File: src/rtl/decrypt_v2.sv
// Iterative PRESENT-80 decryptor: expands the key schedule forward to K32,
// then runs 31 inverse rounds while unwinding the schedule back to K1.
module decrypt_v2 #(
   parameter int N_B = 64,
   parameter int N_K = 80
) (
   input  logic           clk,
   input  logic           rst_n,
   input  logic [N_K-1:0] k,
   input  logic [N_B-1:0] c,
   output logic [N_B-1:0] m,
   input  logic           req,
   output logic           ack
);

   typedef enum logic [1:0] {
      S_IDLE   = 2'd0,
      S_EXPAND = 2'd1,
      S_DEC    = 2'd2,
      S_DONE   = 2'd3
   } state_t;

   state_t          r_fsm;
   state_t          w_fsm_nxt;
   logic [63:0]     r_x;
   logic [63:0]     w_x_nxt;
   logic [79:0]     r_key;
   logic [79:0]     w_key_nxt;
   logic [4:0]      r_ctr;
   logic [4:0]      w_ctr_nxt;
   logic [63:0]     r_k1;
   logic [63:0]     w_k1_nxt;
   logic            r_ack;
   logic [N_B-1:0]  r_m;

   function automatic logic [3:0] sbox(input logic [3:0] a);
      logic [3:0] y;
      case (a)
         4'h0: y = 4'hC;  4'h1: y = 4'h5;  4'h2: y = 4'h6;  4'h3: y = 4'hB;
         4'h4: y = 4'h9;  4'h5: y = 4'h0;  4'h6: y = 4'hA;  4'h7: y = 4'hD;
         4'h8: y = 4'h3;  4'h9: y = 4'hE;  4'hA: y = 4'hF;  4'hB: y = 4'h8;
         4'hC: y = 4'h4;  4'hD: y = 4'h7;  4'hE: y = 4'h1;  4'hF: y = 4'h2;
         default: y = 4'h0;
      endcase
      return y;
   endfunction

   function automatic logic [3:0] sbox_inv(input logic [3:0] a);
      logic [3:0] y;
      case (a)
         4'h0: y = 4'h5;  4'h1: y = 4'hE;  4'h2: y = 4'hF;  4'h3: y = 4'h8;
         4'h4: y = 4'hC;  4'h5: y = 4'h1;  4'h6: y = 4'h2;  4'h7: y = 4'hD;
         4'h8: y = 4'hB;  4'h9: y = 4'h4;  4'hA: y = 4'h6;  4'hB: y = 4'h3;
         4'hC: y = 4'h0;  4'hD: y = 4'h7;  4'hE: y = 4'h9;  4'hF: y = 4'hA;
         default: y = 4'h0;
      endcase
      return y;
   endfunction

   // Inverse bit permutation: bit j lands on 4*j mod 63, bit 63 stays put.
   function automatic logic [63:0] perm_inv(input logic [63:0] a);
      logic [63:0] y;
      logic [5:0]  s_idx;
      logic [5:0]  d_idx;
      y = 64'd0;
      for (int j = 0; j < 63; j++) begin
         s_idx    = 6'(j);
         d_idx    = 6'((4 * j) % 63);
         y[d_idx] = a[s_idx];
      end
      y[63] = a[63];
      return y;
   endfunction

   function automatic logic [63:0] dec_round(input logic [63:0] x, input logic [63:0] rk);
      logic [63:0] p;
      logic [63:0] y;
      logic [5:0]  b;
      p = perm_inv(x ^ rk);
      y = 64'd0;
      for (int n = 0; n < 16; n++) begin
         b          = 6'(4 * n);
         y[b +: 4]  = sbox_inv(p[b +: 4]);
      end
      return y;
   endfunction

   function automatic logic [79:0] key_fwd(input logic [79:0] kin, input logic [4:0] i);
      logic [79:0] t;
      t          = {kin[18:0], kin[79:19]};
      t[79:76]   = sbox(t[79:76]);
      t[19:15]   = t[19:15] ^ i;
      return t;
   endfunction

   function automatic logic [79:0] key_inv(input logic [79:0] kin, input logic [4:0] i);
      logic [79:0] t;
      t          = kin;
      t[19:15]   = t[19:15] ^ i;
      t[79:76]   = sbox_inv(t[79:76]);
      return {t[60:0], t[79:61]};
   endfunction

   // Next-state and datapath update; a low req in any state aborts to IDLE.
   always_comb begin
      w_fsm_nxt = r_fsm;
      w_x_nxt   = r_x;
      w_key_nxt = r_key;
      w_ctr_nxt = r_ctr;
      w_k1_nxt  = r_k1;
      case (r_fsm)
         S_IDLE: begin
            if (req) begin
               w_x_nxt   = c;
               w_key_nxt = k;
               w_k1_nxt  = k[79:16];
               w_ctr_nxt = 5'd1;
               w_fsm_nxt = S_EXPAND;
            end else begin
               w_fsm_nxt = S_IDLE;
            end
         end
         S_EXPAND: begin
            if (!req || (r_ctr == 5'd0)) begin
               w_fsm_nxt = S_IDLE;
            end else begin
               w_key_nxt = key_fwd(r_key, r_ctr);
               if (r_ctr == 5'd31) begin
                  w_ctr_nxt = 5'd31;
                  w_fsm_nxt = S_DEC;
               end else begin
                  w_ctr_nxt = r_ctr + 5'd1;
               end
            end
         end
         S_DEC: begin
            if (!req || (r_ctr == 5'd0)) begin
               w_fsm_nxt = S_IDLE;
            end else begin
               w_x_nxt   = dec_round(r_x, r_key[79:16]);
               w_key_nxt = key_inv(r_key, r_ctr);
               if (r_ctr == 5'd1) begin
                  w_fsm_nxt = S_DONE;
               end else begin
                  w_ctr_nxt = r_ctr - 5'd1;
               end
            end
         end
         S_DONE: begin
            if (req) begin
               w_fsm_nxt = S_DONE;
            end else begin
               w_fsm_nxt = S_IDLE;
            end
         end
         default: begin
            w_fsm_nxt = S_IDLE;
         end
      endcase
   end

   // State, datapath and output registers; outputs are computed from the
   // next state so ack/m line up exactly with residency in DONE.
   always_ff @(posedge clk or negedge rst_n) begin
      if (!rst_n) begin
         r_fsm <= S_IDLE;
         r_x   <= 64'd0;
         r_key <= 80'd0;
         r_ctr <= 5'd0;
         r_k1  <= 64'd0;
         r_ack <= 1'b0;
         r_m   <= '0;
      end else begin
         r_fsm <= w_fsm_nxt;
         r_x   <= w_x_nxt;
         r_key <= w_key_nxt;
         r_ctr <= w_ctr_nxt;
         r_k1  <= w_k1_nxt;
         r_ack <= (w_fsm_nxt == S_DONE);
         r_m   <= (w_fsm_nxt == S_DONE) ? (w_x_nxt ^ w_k1_nxt) : '0;
      end
   end

   assign ack = r_ack;
   assign m   = r_m;

endmodule

File: config.mk
export PLATFORM = sky130hd
export DESIGN_NAME = decrypt_v2
export DESIGN_NICKNAME = d
export VERILOG_FILES = /design/src/rtl/decrypt_v2.sv
export SDC_FILE = /design/constraint.sdc
export NUM_CORES = 1
export LEC_CHECK = 0
export BUFFER_PORTS_ARGS = -buffer_cell sky130_fd_sc_hd__clkbuf_2
export CORE_MARGIN = 3
export CORE_UTILIZATION = 55
export CTS_CLUSTER_SIZE = 25
export DETAILED_ROUTE_END_ITERATION = 10
export HOLD_SLACK_MARGIN = 0.08
export PLACE_DENSITY = 0.84
export SKIP_LAST_GASP = 1
export SYNTH_ARGS = -nofsm -noshare
export SYNTH_HDL_FRONTEND = slang
export SYNTH_SLANG_ARGS = --single-unit
File: constraint.sdc
create_clock -name clk -period 3.4 [get_ports clk]
set_input_delay 0.34 -clock clk [delete_from_list [all_inputs] [get_ports clk]]
set_output_delay 0.34 -clock clk [all_outputs]
set_load 0.005 [all_outputs]
==> impl_metrics.ini <==
[timing]
finalCriticalPeriod_ps = 2867
setup_viol_count_final = 0
tightest_slew_ps = 1087
rsz0062_at_grt = false
timing_hold_violations_final = 0
maxSlewHeadroom_pct = 27.48
timing.fmax_ghz = 0.3487
setup_total_negative_slack_ps = 0
period_share_pct = 84.34
final.setup_skew_ps = 8.232
report.final.slew_viol_count = 0

[synthesis]
ys_types = 60
post_synth_xor_area_fraction_pct = 5.057
synthArstFlopShare_pct = 100.0
count_of_yosys_warnings_during_synthesis = 0
post_synthesis_sequential_element_count = 280
synthTopCellsByCount = 424 x sky130_fd_sc_hd__nand2_1, 280 x sky130_fd_sc_hd__dfrtp_1, 180 x sky130_fd_sc_hd__o21ai_0, 116 x sky130_fd_sc_hd__ha_1, 96 x sky130_fd_sc_hd__mux2i_1
synth_simple_gate_area_share_pct = 15.74
synth_fp_nets = 2268
post_synthesis_adder_cell_area_fraction_pct = 7.982
synth_area_mm2 = 0.01818
avgSynthCellArea_um2 = 9.069
yosys-mux-area-fraction_pct = 9.248
synthCells = 2005
post_synthesis_compound_gate_area_fraction_pct = 18.97
synth_edf_count = 0
synth_seq_area_share_pct = 38.53
yosysMostFrequentCell = sky130_fd_sc_hd__nand2_1
ys.flop_type = sky130_fd_sc_hd__dfrtp_1
synth_top_cells_by_area = sky130_fd_sc_hd__dfrtp_1 39%, sky130_fd_sc_hd__nand2_1 8.8%, sky130_fd_sc_hd__ha_1 8.0%
top_cell_type_by_total_area_after_synthesis = sky130_fd_sc_hd__dfrtp_1
netlist.area_leader.share_pct = 38.53
synth_top_family_by_area = compound AO/OA/AOI/OAI gates

[detailed_routing]
route.antenna.remaining_nets = 0
vias_per_cell = 6.451
initial_drt_markers = 1946
drt_first_pass_iters = 8
wire_per_inst_um = 24.11
vias = 17370
route.detailed.drc = 0
finalWirelength_um = 64910

[pwr]
power.density_cell_area_mw_per_mm2 = 635.3
leakage_nw = 10.34
peakVddDrop_mv = 0.4226

[layout]
area_growth_syn_to_layout_pct = 18.08
post_route_cells_drive_above_1_share_pct = 17.50
layout.nets = 2495
antenna_cells = 0
stdcell_area_mm2 = 0.02147

[global_routing]
globalRoute.totalOverflow = 0
grt_first_pass_wirelength_um = 98140
largest_net_degree_at_the_start_of_global_routing = 98
grt_antenna_before_repair = 0
gr-usage-all-layers_pct = 35.49
vias_in_the_first_global_route = 16860

[die]
die_y_um = 187.8
fp-row-count = 65
start_util_pct = 56.75
design.portCount = 212
x_dimension_of_the_die_um = 187.8
die-area_mm2 = 0.03528
floorplan.core_area_mm2 = 0.03204

[worst_hold_path]
min_delay_path_depth = 3
worstHoldStart = k[2]
hp-class = in -> reg
min_to = r_key[2]

[worst_setup_path]
worst-path-max-fanout = 26
critPathCaptureType = flip-flop
timing.critical_path.required_ps = 3880
timing.reg2reg.setup_slack_ps = 530
slowest_delay_ps = 690
cp-startpoint = r_ctr[0]
crit_slowest_cell = sky130_fd_sc_hd__or4b_1
worstSetupPathType = reg -> reg
r2r_cells = 8
cp.buffers_inverters = 2
cpLargestDelayFamily = simple AND/OR/NAND/NOR gates
series_of_cell_instances_along_the_critical_path = inv_1 > ha_1 > or4b_1 > nand3_2 > buf_4 > a31oi_1 > a31o_2 > a21oi_1
worst_reg2reg_path_startpoint = r_ctr[0]
worstReg2RegEnd = m[14]
start_kind = flip-flop
timing.critical_path.arrival_ps = 3350

[placed_design]
dp_hpwl_um = 45800
gp_congestion = 0.9845
port_buffers = 211
placedInstanceArea_mm2 = 0.01971

[cts]
cts-root-buf = sky130_fd_sc_hd__clkbuf_16
clock_tree.htree_level_count = 1
cts-root-to-sink-buffers = 3
post_cts_resized = 0
clkSlewWorstSetupHoldPaths_ps = 60
clock-sinks = 280
cts_buf_count = 31
tritoncts = built
clk-insertion-delay-late_ps = 580

[job]
max_cap_viol_count = 0

[outcome]
run_status = finished clean
tightest hold or removal path: stages:
cell                       delay [ps]
sky130_fd_sc_hd__clkbuf_2         100
sky130_fd_sc_hd__o21ai_0           60
sky130_fd_sc_hd__o21ai_0          130
flip-flops by register name, indices dropped and copies added (netlist names):
signal and count:
r_k1 64, m 64, r_x 64, r_ctr 5, ack 1, r_fsm 2, r_key 80
power breakdown:
| group | leakage (nW) | internal (W) | switching [W] |
|---|---|---|---|
| registers | 3.54 | 0.00379 | 0.000735 |
| logic | 6.26 | 0.00222 | 0.00326 |
| clock network | 0.538 | 0.00218 | 0.00147 |
| total | 10.3 | 0.00818 | 0.00546 |
placed cells by master, fill, tap and decap left out, types with 67 or more instances in the layout:
cell type,netlist,final
sky130_fd_sc_hd__a22oi_1,75,75
sky130_fd_sc_hd__clkbuf_2,1,209
sky130_fd_sc_hd__dfrtp_1,280,280
sky130_fd_sc_hd__dlygate4sd3_1,0,67
sky130_fd_sc_hd__ha_1,116,113
sky130_fd_sc_hd__inv_1,71,71
sky130_fd_sc_hd__mux2i_1,96,96
sky130_fd_sc_hd__nand2_1,424,422
sky130_fd_sc_hd__nand3_1,68,68
sky130_fd_sc_hd__o21ai_0,180,180
sky130_fd_sc_hd__xor2_1,68,68
per-layer routing:
layer  vias to the layer above  GRT usage [%]  wire length (um)
met5                         -              0                 0
met4                         0          17.52              3715
met3                       203          7.927              7706
met2                      1168          54.76             28740
met1                      8414          47.41             24750
li1                       7581              -                 -
worst max path at each step:
stage | end | cells past startpoint
2_1_floorplan | m[36] | 12
3_5_place_dp | m[14] | 8
5_1_grt | r_key[78] | 8
6_report | m[14] | 8
4_1_cts | m[14] | 8
3_3_place_gp | m[14] | 8
cells by family after synthesis:
group,after synthesis
AO/OA/AOI/OAI,511
flip-flops,280
buffers and inverters,200
AND/OR/NAND/NOR,655
XOR/XNOR,105
multiplexers,138
adder cells (fa/ha/maj),116
cell type report:
cell class / instances / area (um2)
fillers: 2507 / 10570
multi-input cells: 1525 / 10430
flip-flops and latches: 280 / 7007
repair buffers: 323 / 2137
clock buffers: 42 / 877.1
well taps: 435 / 544.3
inverters: 71 / 266.5
clock inverters: 16 / 214.0
timing repair:
action | in CTS | in global routing
hold endpoints to repair | 135 | 0
buffers inserted | 0 | 0
hold buffers | 67 | 0
per-stage QoR:
| stage | hold slack (ps) | utilization, % | power [W] | worst slack (ps) | cells |
|---|---|---|---|---|---|
| 5_1_grt | 94.50 | 67.01 | 0.01427 | 432.6 | 2692 |
| 3_3_place_gp | 359.4 | 61.51 | 0.009507 | 675.4 | 2567 |
| 3_5_place_dp | 359.1 | 61.51 | 0.009765 | 633.1 | 2567 |
| 6_report | 95.08 | 67.01 | 0.01364 | 532.5 | 2692 |
| 2_1_floorplan | 44.41 | - | 0.008021 | 916.3 | 2005 |
| 4_1_cts | 80.13 | 67.01 | 0.01345 | 593.5 | 2692 |
Note: power is estimated with default switching activity, not from simulation.
